**src/rtl/mcp_run_controller_if.sv**
```systemverilog
// Signal bundle between the run sequencer and the UART/core fabric.
// The controller side is "master"; the surrounding fabric is "slave".
interface mcp_run_controller_if #(
  parameter int CORE_COUNT      = 4,
  parameter int CYCLE_CNT_WIDTH = 26,
  parameter int RUN_CNT_WIDTH   = 8
);
  // Completion inputs are single-cycle pulses sampled on the rising clock edge.
  // process_start and tx_startN are one-cycle registered strobes.
  // The controller never waits on a ready, so every strobe is fire-and-forget.
  logic                       startN;
  logic                       abort;
  logic                       keep_imem;
  logic [CORE_COUNT-1:0]      core_en;
  logic [CORE_COUNT-1:0]      core_done;
  logic                       ins_received;
  logic                       data_received;
  logic                       data_transmitted;
  logic [2:0]                 state;
  logic                       rx_ins_en;
  logic                       rx_data_en;
  logic                       uart_dmem_sel;
  logic                       core_mem_sel;
  logic                       process_start;
  logic                       tx_startN;
  logic                       busy;
  logic                       error;
  logic [CYCLE_CNT_WIDTH-1:0] exec_cycles;
  logic [RUN_CNT_WIDTH-1:0]   run_count;

  modport master (
    input  startN, abort, keep_imem, core_en, core_done,
           ins_received, data_received, data_transmitted,
    output state, rx_ins_en, rx_data_en, uart_dmem_sel, core_mem_sel,
           process_start, tx_startN, busy, error, exec_cycles, run_count
  );

  modport slave (
    output startN, abort, keep_imem, core_en, core_done,
           ins_received, data_received, data_transmitted,
    input  state, rx_ins_en, rx_data_en, uart_dmem_sel, core_mem_sel,
           process_start, tx_startN, busy, error, exec_cycles, run_count
  );
endinterface

```
**src/rtl/mcp_run_controller.sv**
```systemverilog
// Run sequencer: imem load, dmem load, multi-core execution, result transmit,
// with done aggregation, execution timeout, abort and run statistics.
module mcp_run_controller #(
  parameter int CORE_COUNT      = 4,
  parameter int TIMEOUT_CYCLES  = 0,
  parameter int CYCLE_CNT_WIDTH = 26,
  parameter int RUN_CNT_WIDTH   = 8
) (
  input logic                clk,
  input logic                rstN,
  mcp_run_controller_if.master bus
);

  typedef enum logic [2:0] {
    S_IDLE    = 3'd0,
    S_RX_IMEM = 3'd1,
    S_RX_DMEM = 3'd2,
    S_EXEC    = 3'd3,
    S_TX_DMEM = 3'd4,
    S_FINISH  = 3'd5,
    S_ERROR   = 3'd6
  } state_e;

  localparam int EW = CYCLE_CNT_WIDTH + 1;

  state_e                     state_q, state_d;
  logic                       startN_q, startN_d;
  logic                       imem_valid_q, imem_valid_d;
  logic [CORE_COUNT-1:0]      mask_q, mask_d;
  logic [CORE_COUNT-1:0]      done_sticky_q, done_sticky_d;
  logic [CYCLE_CNT_WIDTH-1:0] exec_cycles_q, exec_cycles_d;
  logic [RUN_CNT_WIDTH-1:0]   run_count_q, run_count_d;
  logic                       process_start_q, process_start_d;
  logic                       tx_startN_q, tx_startN_d;
  logic                       error_q, error_d;

  logic          start_fall;
  logic          all_done;
  logic          timeout_hit;
  logic          abortable;
  logic [EW-1:0] exec_next_cnt;

  assign start_fall    = startN_q & ~bus.startN;
  assign all_done      = ((done_sticky_q | bus.core_done) & mask_q) == mask_q;
  assign exec_next_cnt = {1'b0, exec_cycles_q} + EW'(1);
  assign timeout_hit   = (TIMEOUT_CYCLES != 0) && (exec_next_cnt == EW'(TIMEOUT_CYCLES));
  assign abortable     = (state_q == S_RX_IMEM) || (state_q == S_RX_DMEM) ||
                         (state_q == S_EXEC)    || (state_q == S_TX_DMEM);

  always_comb begin
    state_d         = state_q;
    startN_d        = bus.startN;
    imem_valid_d    = imem_valid_q;
    mask_d          = mask_q;
    done_sticky_d   = done_sticky_q;
    exec_cycles_d   = exec_cycles_q;
    run_count_d     = run_count_q;
    process_start_d = 1'b0;
    tx_startN_d     = 1'b1;

    case (state_q)
      S_IDLE, S_FINISH: begin
        if (start_fall) begin
          state_d = (bus.keep_imem && imem_valid_q) ? S_RX_DMEM : S_RX_IMEM;
        end
      end
      S_RX_IMEM: begin
        if (bus.ins_received) begin
          state_d      = S_RX_DMEM;
          imem_valid_d = 1'b1;
        end
      end
      S_RX_DMEM: begin
        if (bus.data_received) begin
          state_d         = S_EXEC;
          // An empty enable mask means "wait for every core".
          mask_d          = (bus.core_en == '0) ? '1 : bus.core_en;
          done_sticky_d   = '0;
          exec_cycles_d   = '0;
          process_start_d = 1'b1;
        end
      end
      S_EXEC: begin
        exec_cycles_d = (exec_cycles_q == '1) ? exec_cycles_q
                                              : exec_cycles_q + CYCLE_CNT_WIDTH'(1);
        done_sticky_d = done_sticky_q | (bus.core_done & mask_q);
        if (all_done) begin
          state_d     = S_TX_DMEM;
          tx_startN_d = 1'b0;
        end else if (timeout_hit) begin
          state_d = S_ERROR;
        end
      end
      S_TX_DMEM: begin
        if (bus.data_transmitted) begin
          state_d     = S_FINISH;
          run_count_d = run_count_q + RUN_CNT_WIDTH'(1);
        end
      end
      S_ERROR: begin
        if (start_fall) state_d = S_IDLE;
      end
      default: state_d = S_IDLE;
    endcase

    // Abort discards everything the active state would have done this cycle.
    if (bus.abort && abortable) begin
      state_d         = S_IDLE;
      imem_valid_d    = imem_valid_q;
      mask_d          = mask_q;
      done_sticky_d   = done_sticky_q;
      exec_cycles_d   = exec_cycles_q;
      run_count_d     = run_count_q;
      process_start_d = 1'b0;
      tx_startN_d     = 1'b1;
    end

    error_d = (state_d == S_ERROR);
  end

  always_ff @(posedge clk or negedge rstN) begin
    if (!rstN) begin
      state_q         <= S_IDLE;
      startN_q        <= 1'b1;
      imem_valid_q    <= 1'b0;
      mask_q          <= '1;
      done_sticky_q   <= '0;
      exec_cycles_q   <= '0;
      run_count_q     <= '0;
      process_start_q <= 1'b0;
      tx_startN_q     <= 1'b1;
      error_q         <= 1'b0;
    end else begin
      state_q         <= state_d;
      startN_q        <= startN_d;
      imem_valid_q    <= imem_valid_d;
      mask_q          <= mask_d;
      done_sticky_q   <= done_sticky_d;
      exec_cycles_q   <= exec_cycles_d;
      run_count_q     <= run_count_d;
      process_start_q <= process_start_d;
      tx_startN_q     <= tx_startN_d;
      error_q         <= error_d;
    end
  end

  assign bus.state         = state_q;
  assign bus.rx_ins_en     = (state_q == S_RX_IMEM);
  assign bus.rx_data_en    = (state_q == S_RX_DMEM);
  assign bus.uart_dmem_sel = (state_q == S_RX_DMEM) || (state_q == S_TX_DMEM);
  assign bus.core_mem_sel  = (state_q == S_EXEC);
  assign bus.busy          = !((state_q == S_IDLE) || (state_q == S_FINISH) ||
                               (state_q == S_ERROR));
  assign bus.process_start = process_start_q;
  assign bus.tx_startN     = tx_startN_q;
  assign bus.error         = error_q;
  assign bus.exec_cycles   = exec_cycles_q;
  assign bus.run_count     = run_count_q;

endmodule

```
**src/flat_wrapper.sv**
```systemverilog
// flat-port wrapper written by rule: the top's interface ports become plain ports
module mcp_run_controller_flat 
#(
  parameter int CORE_COUNT      = 4,
  parameter int TIMEOUT_CYCLES  = 0,
  parameter int CYCLE_CNT_WIDTH = 26,
  parameter int RUN_CNT_WIDTH   = 8
)
  (clk, rstN, bus_startN, bus_abort, bus_keep_imem, bus_core_en, bus_core_done, bus_ins_received, bus_data_received, bus_data_transmitted, bus_state, bus_rx_ins_en, bus_rx_data_en, bus_uart_dmem_sel, bus_core_mem_sel, bus_process_start, bus_tx_startN, bus_busy, bus_error, bus_exec_cycles, bus_run_count);
  mcp_run_controller_if #(.CORE_COUNT(CORE_COUNT), .CYCLE_CNT_WIDTH(CYCLE_CNT_WIDTH), .RUN_CNT_WIDTH(RUN_CNT_WIDTH)) bus_i ();
  input logic clk;
  input logic rstN;
  input wire logic [$bits(bus_i.startN)-1:0] bus_startN;
  input wire logic [$bits(bus_i.abort)-1:0] bus_abort;
  input wire logic [$bits(bus_i.keep_imem)-1:0] bus_keep_imem;
  input wire logic [$bits(bus_i.core_en)-1:0] bus_core_en;
  input wire logic [$bits(bus_i.core_done)-1:0] bus_core_done;
  input wire logic [$bits(bus_i.ins_received)-1:0] bus_ins_received;
  input wire logic [$bits(bus_i.data_received)-1:0] bus_data_received;
  input wire logic [$bits(bus_i.data_transmitted)-1:0] bus_data_transmitted;
  output wire logic [$bits(bus_i.state)-1:0] bus_state;
  output wire logic [$bits(bus_i.rx_ins_en)-1:0] bus_rx_ins_en;
  output wire logic [$bits(bus_i.rx_data_en)-1:0] bus_rx_data_en;
  output wire logic [$bits(bus_i.uart_dmem_sel)-1:0] bus_uart_dmem_sel;
  output wire logic [$bits(bus_i.core_mem_sel)-1:0] bus_core_mem_sel;
  output wire logic [$bits(bus_i.process_start)-1:0] bus_process_start;
  output wire logic [$bits(bus_i.tx_startN)-1:0] bus_tx_startN;
  output wire logic [$bits(bus_i.busy)-1:0] bus_busy;
  output wire logic [$bits(bus_i.error)-1:0] bus_error;
  output wire logic [$bits(bus_i.exec_cycles)-1:0] bus_exec_cycles;
  output wire logic [$bits(bus_i.run_count)-1:0] bus_run_count;
  assign bus_i.startN = bus_startN;
  assign bus_i.abort = bus_abort;
  assign bus_i.keep_imem = bus_keep_imem;
  assign bus_i.core_en = bus_core_en;
  assign bus_i.core_done = bus_core_done;
  assign bus_i.ins_received = bus_ins_received;
  assign bus_i.data_received = bus_data_received;
  assign bus_i.data_transmitted = bus_data_transmitted;
  assign bus_state = bus_i.state;
  assign bus_rx_ins_en = bus_i.rx_ins_en;
  assign bus_rx_data_en = bus_i.rx_data_en;
  assign bus_uart_dmem_sel = bus_i.uart_dmem_sel;
  assign bus_core_mem_sel = bus_i.core_mem_sel;
  assign bus_process_start = bus_i.process_start;
  assign bus_tx_startN = bus_i.tx_startN;
  assign bus_busy = bus_i.busy;
  assign bus_error = bus_i.error;
  assign bus_exec_cycles = bus_i.exec_cycles;
  assign bus_run_count = bus_i.run_count;
  mcp_run_controller #(.CORE_COUNT(CORE_COUNT), .TIMEOUT_CYCLES(TIMEOUT_CYCLES), .CYCLE_CNT_WIDTH(CYCLE_CNT_WIDTH), .RUN_CNT_WIDTH(RUN_CNT_WIDTH)) u_core (.clk(clk), .rstN(rstN), .bus(bus_i));
endmodule
```
**config.mk**
```make
export PLATFORM = sky130hd
export DESIGN_NAME = mcp_run_controller_flat
export DESIGN_NICKNAME = d
export VERILOG_FILES = /design/src/rtl/mcp_run_controller_if.sv /design/src/rtl/mcp_run_controller.sv /design/src/flat_wrapper.sv
export SDC_FILE = /design/constraint.sdc
export NUM_CORES = 1
export LEC_CHECK = 0
export ABC_CLOCK_PERIOD_IN_PS = 2200
export BUFFER_PORTS_ARGS = -buffer_cell sky130_fd_sc_hd__buf_2
export CAP_MARGIN = 30
export CORE_ASPECT_RATIO = 0.8
export CORE_MARGIN = 4
export CORE_UTILIZATION = 45
export DETAILED_ROUTE_END_ITERATION = 16
export PLACE_DENSITY = 0.71
export SKIP_CTS_REPAIR_TIMING = 1
export SYNTH_ARGS = -nofsm -noshare
export SYNTH_HDL_FRONTEND = slang
export SYNTH_SLANG_ARGS = --single-unit
```
**constraint.sdc**
```tcl
create_clock -name clk -period 2.2 [get_ports clk]
set_clock_uncertainty 0.2 [all_clocks]
set_input_delay 0 -clock clk [delete_from_list [all_inputs] [get_ports clk]]
set_output_delay 0 -clock clk [all_outputs]
set_load 0.1 [all_outputs]
```
==> After elaboration in Yosys (flattened, before gate mapping) <==
Index checks and enable logic that the tools add are counted.
Widths: inputs -> output; s select.
{ "op_classes": {"add_sub_neg": 2, "n_eq_ne": 11, "muxes": 21, "bitwise_logic": 7, "n_reduce_logical": 18} }
{ "ops": {"columns": ["op", "n"], "rows": [
  ["$mux 26", 2],
  ["$pmux 26 s2", 1],
  ["$add 26x1->26 const B", 1],
  ["$eq 26x26->1 const B", 1],
  ["$mux 3", 7],
  ["$pmux 3 s6", 1],
  ["$eq 3x3->1 const B", 4],
  ["$reduce_and 3->1", 4],
  ["$add 8x1->8 const B", 1],
  ["$and 4x4->4", 2],
  ["$mux 4", 2],
  ["$or 4x4->4", 2],
  ["$pmux 4 s2", 1],
  ["$eq 3x2->1 const B", 2],
  ["$logic_or 1x1->1", 6],
  ["$mux 1", 6],
  ["$eq 4x4->1", 1],
  ["$logic_not 4->1", 1],
  ["$ne 2x2->1 const B", 2],
  ["$reduce_and 4->1", 1],
  ["$eq 3x1->1 const B", 1],
  ["$logic_not 3->1", 1],
  ["$logic_and 1x1->1", 2],
  ["$mux 2", 1],
  ["5 further kinds", 6]
]} }
{ "word_totals": {"ff_bits": 50, "inputBits": 16, "out_inout_bits": 45, "elab_cells": 69} }

==> Depth between registers and ports, before layout <==
{ "depth": {"ltp_word": 7, "depth_mapped": 8, "mapped_depth_nobuf": 6} }

==> Worst setup path after synthesis <==
Ideal clock, no wire load.
{ "synth_path": {"kind": "register to output", "startpoint": "register u_core.state_q[0], in the netlist u_core.bus.state[0]", "endpoint": "output port bus_busy", "t_arrival_ns": 2.908, "t_required_ns": 2.000, "slack_ns": -0.908, "stages_incl_launch_ff": 5, "cell_sequence": "dfrtp_1 -> clkbuf_1 -> clkbuf_1 -> nor3_1 -> nor2_1"} }
{ "synth_via": {"elab_chain_len": 4, "word_cells_on_any_way": 6, "cone_classes": "2 x eq/ne; 4 x reduce/logical"} }
{ "synth_lines": {"columns": ["element", "line_no", "rtl"], "rows": [
  ["start: declaration", "mcp_run_controller.sv:26", "state_e state_q, state_d;"],
  ["start signal: assignment", "mcp_run_controller.sv:134", "state_q <= state_d;"],
  ["$eq 3x3->1 / $logic_not 3->1 (equally long branches)", "mcp_run_controller.sv:152", "assign bus.busy = !((state_q == S_IDLE) || (state_q == S_FINISH) ||"],
  ["$logic_or 1x1->1", "mcp_run_controller.sv:152", null],
  ["$logic_or 1x1->1 *", "mcp_run_controller.sv:152", null],
  ["$logic_not 1->1 *", "mcp_run_controller.sv:152", null],
  ["end: declaration", "flat_wrapper.sv:28", "output wire logic [$bits(bus_i.busy)-1:0] bus_busy;"]
]} }
Mark *: on every way between the ends. The rest lies on a longest branch, timed or not.

==> Worst setup path in the final report <==
{ "layout_path": {"startpoint": "register u_core.state_q[2], in the netlist u_core.bus.state[2]", "endpoint": "register u_core.exec_cycles_q[10], in the netlist u_core.bus.exec_cycles[10]"} }
{ "layout_via": {"elab_chain_len": 7, "word_cells_on_any_way": 14, "cone_classes": "6 x eq/ne; 1 x mux; 1 x bitwise; 6 x reduce/logical"} }
{ "layout_lines": {"columns": ["element", "line_no", "rtl"], "rows": [
  ["$eq 3x1->1 / $eq 3x2->1 (equally long branches)", "mcp_run_controller.sv:47, mcp_run_controller.sv:61", null],
  ["$logic_or 1x1->1 (2 in series)", "mcp_run_controller.sv:47", "assign abortable = (state_q == S_RX_IMEM) || (state_q == S_RX_DMEM) ||"],
  ["$logic_or 1x1->1", "mcp_run_controller.sv:48", "(state_q == S_EXEC) || (state_q == S_TX_DMEM);"],
  ["$logic_and 1x1->1", "mcp_run_controller.sv:107", "if (bus.abort && abortable) begin"],
  ["$not 1->1 (no source line)", null, null],
  ["$reduce_and 4->1 (no source line)", null, null],
  ["end signal: assignment", "mcp_run_controller.sv:139", "exec_cycles_q <= exec_cycles_d;"],
  ["end: declaration", "mcp_run_controller.sv:31", "logic [CYCLE_CNT_WIDTH-1:0] exec_cycles_q, exec_cycles_d;"]
]} }
Several ways; a longest one is shown, not always the timed one.
A chain may end at the register's enable or synchronous reset.

==> metrics <==
RSZ-0062 raised after global routing=yes; Reg power frac=between 30% and 40%; pwr dens=~910 nW/um^2; Slew @ Worst Pin=around 870 ps; family with the most delay on the worst path=simple AND/OR/NAND/NOR gates; Critical Path Sink Type=flip-flop; # fillers=around 460; htree depth=2; Pleak=1.713 nW; Final min period=2241 ps; CP required=2240 ps; Post-Synthesis Cells=between 200 and 300; Vias per Instance=5.544; clock-pin slew on the worst setup and hold paths=approximately 90 ps; area of the multi-input gates=1551 um^2; Clk pwr share=around 18%; Area Growth Syn to Fin=41.47%; HPWL after DPL=5.037 mm; status=complete, but fails checks; min-delay worst type=in2reg; gr usage total=19.30%; pre-CTS setup slack=-13.78 ps; Critical path buffers and inverters=0; asr flop ratio synth=100.0%; Avg WL per Cell=approximately 15 um; Final Max Slew Viols=0; Routed WL=between 7 and 8 mm; final worst-path cycle share=101.9%; crit path launch type=flip-flop; synthesized area per cell=9.300 um^2; TNS Setup=-55.20 ps; CTS root buffer=clkbuf_8; Reg2Reg Launch Point=u_core.bus.state[2]; Worst Path Max Fanout=5; height of the die=between 70 and 80 um; fin cells=between 400 and 500; Int Pwr=about 1.9 mW; die area=about 7300 um^2; FF/Latch Area=1335 um^2; Cell Area, Synth=around 2700 um^2; vias=around 2600; count of cell types in the netlist=57; switch share=46.60%; top_reg_cell synth=dfrtp_1; first-pass GRT wire length=11.50 mm; ANT cells=0; Worst Hold End=u_core.bus.state[0]; Clk Latency, worst-skew pair=between 300 and 400 ps; worst r2r dst=u_core.bus.exec_cycles[10]; Final Net Count=approximately 420; dpl cells=between 400 and 500; Routability Congestion=~0.85; Die Wd=approximately 95 um; flops & latches, synth=50; Longest Clk Path Bufs=2; Num Clock Sinks=50; MaxCap Viol Count=0; Mapped Nets=about 310; starting density of the core=a little under half; worst reg-to-reg setup slack=-40 ps; WP data arrival=between 2000 and 2500 ps; drt drc=0; Post-synth EDFFs=0; critical path type=reg2reg; Slowest Stage Delay on Critical Path=roughly 520 ps; hold-critical path depth=5; Top Ports=around 60; Rows=24; DR pass1 iterations=4; vias in the first global route=about 2400; I/O Buffers=60; share of cells above drive strength 1=about 43%; Syn. warnings=0; initial antenna violation count=0; failing checks=negative hold slack, negative setup slack; CTS buffer count=5; grt ovf=0; DRT iter0 DRCs=115; largest net degree at the start of global routing=38; Final ANT Viol Nets=0; Core ar.=~5600 um^2; switching pwr=1.631 mW; hold path start=bus_data_received; Seq/Total Area, Yosys=between 40 and 50%; CTS tree=built; worst IR drop on VDD=0.0005007 V; total power=between 3 and 4 mW; Fin Hold WS=-3.907 ps; commonest non-fill, non-tap cell in the layout=buf_2; crit-path cells=or3b_4 -> or3_4 -> nor2_4 -> or4b_4 -> a21oi_2; Comb power frac=between 40% and 50%; worst setup margin=-41.46 ps; most frequent cells in the layout=59 x buf_2, 34 x buf_4, 28 x nand2_1; setup violators final=2; final core utilization=between 60% and 70%; Slowest-stage cell, CP=dfrtp_4; Max transition margin=42.09%; worst r2r path cells=5; Levels on crit path=5; final hold vios=1; design area=roughly 3800 um^2; Placed Area=3401 um^2; Fmax=approximately 450 MHz
==> power groups by stage <==
stage | logic (mW) | clock network (mW) | registers [mW]
2_1_floorplan | 0.806 | 0 | 1.66
3_3_place_gp | 1.58 | 0 | 1.23
3_5_place_dp | 1.59 | 0 | 1.23
4_1_cts | 1.60 | 0.657 | 1.21
5_1_grt | 1.73 | 0.698 | 1.24
6_report | 1.64 | 0.643 | 1.22
==> sequential cells by signal, indices dropped and copies added, names as in the netlist <==
name and count:
u_core.bus.error 1, u_core.bus.exec_cycles 26, u_core.bus.process_start 1, u_core.bus.run_count 8, u_core.bus.state 3, u_core.bus.tx_startN 1, u_core.done_sticky_q 4, u_core.imem_valid_q 1
u_core.mask_q 4, u_core.startN_q 1
==> cells in the mapped netlist, types with 2 or more instances <==
library cell	n	area share, %
a2111o_1	2	0.83
a211oi_1	3	0.83
a21boi_0	2	0.55
a21oi_1	16	3.0
a22o_1	2	0.65
a31oi_1	6	1.4
and2_1	3	0.69
and3_1	9	2.1
and4_1	6	1.9
clkbuf_1	8	1.1
dfrtp_1	44	41
dfstp_2	6	5.8
ha_1	2	0.92
inv_1	5	0.69
mux2_2	2	0.83
mux2i_1	2	0.74
nand2_1	28	3.9
nand2b_1	3	0.69
nand3_1	12	2.2
nand3b_1	4	1.1
nand4_1	10	2.3
nor2_1	25	3.5
nor2b_1	4	0.92
nor3_1	9	1.7
o21ai_0	22	4.1
o22ai_1	3	0.69
or2_2	2	0.46
or3_1	12	2.8
xnor2_1	8	2.6
xor2_1	4	1.3
==> worst reg2reg max path, stage by stage, from the launching register on <==
cell     delay [ps]
dfrtp_4         520
or3b_4          400
or3_4           380
nor2_4          100
or4b_4          460
a21oi_2         120
==> how the worst max path moves through the flow <==
stage | start | to | slack [ps]
floorplan | u_core.bus.state[2] | u_core.bus.exec_cycles[10] | -250
global placement | u_core.bus.exec_cycles[1] | u_core.bus.exec_cycles[21] | 50
detailed placement | u_core.bus.state[2] | u_core.bus.exec_cycles[10] | -10
CTS | u_core.bus.state[2] | u_core.bus.exec_cycles[10] | -30
global route | u_core.bus.state[2] | u_core.bus.exec_cycles[17] | -110
finish | u_core.bus.state[2] | u_core.bus.exec_cycles[10] | -40
==> cell families after synthesis <==
family	share of synthesized area (%)
compound gates	16.09
xor+xnor	3.883
fa+ha+maj	0.9245
buf+inv	2.358
flops	46.51
mux	1.572
simple gates	28.66
==> cell type report <==
class	count	area share [%]
multi-input cells	226	40.52
flip-flops and latches	50	34.87
repair buffers	109	18.79
well taps	78	2.549
clock buffers	7	1.993
clock inverters	1	0.7843
inverters	5	0.4902
==> layer usage <==
metal / part of all wire [%] / track usage [%] / vias up
li1: - / - / 1292
met1: 48 / 28.00 / 1265
met2: 46 / 29.84 / 72
met3: 5.4 / 3.482 / 10
met4: 1.4 / 5.043 / 0
met5: 0 / 0 / -
Note: power is estimated with default switching activity, not from simulation.
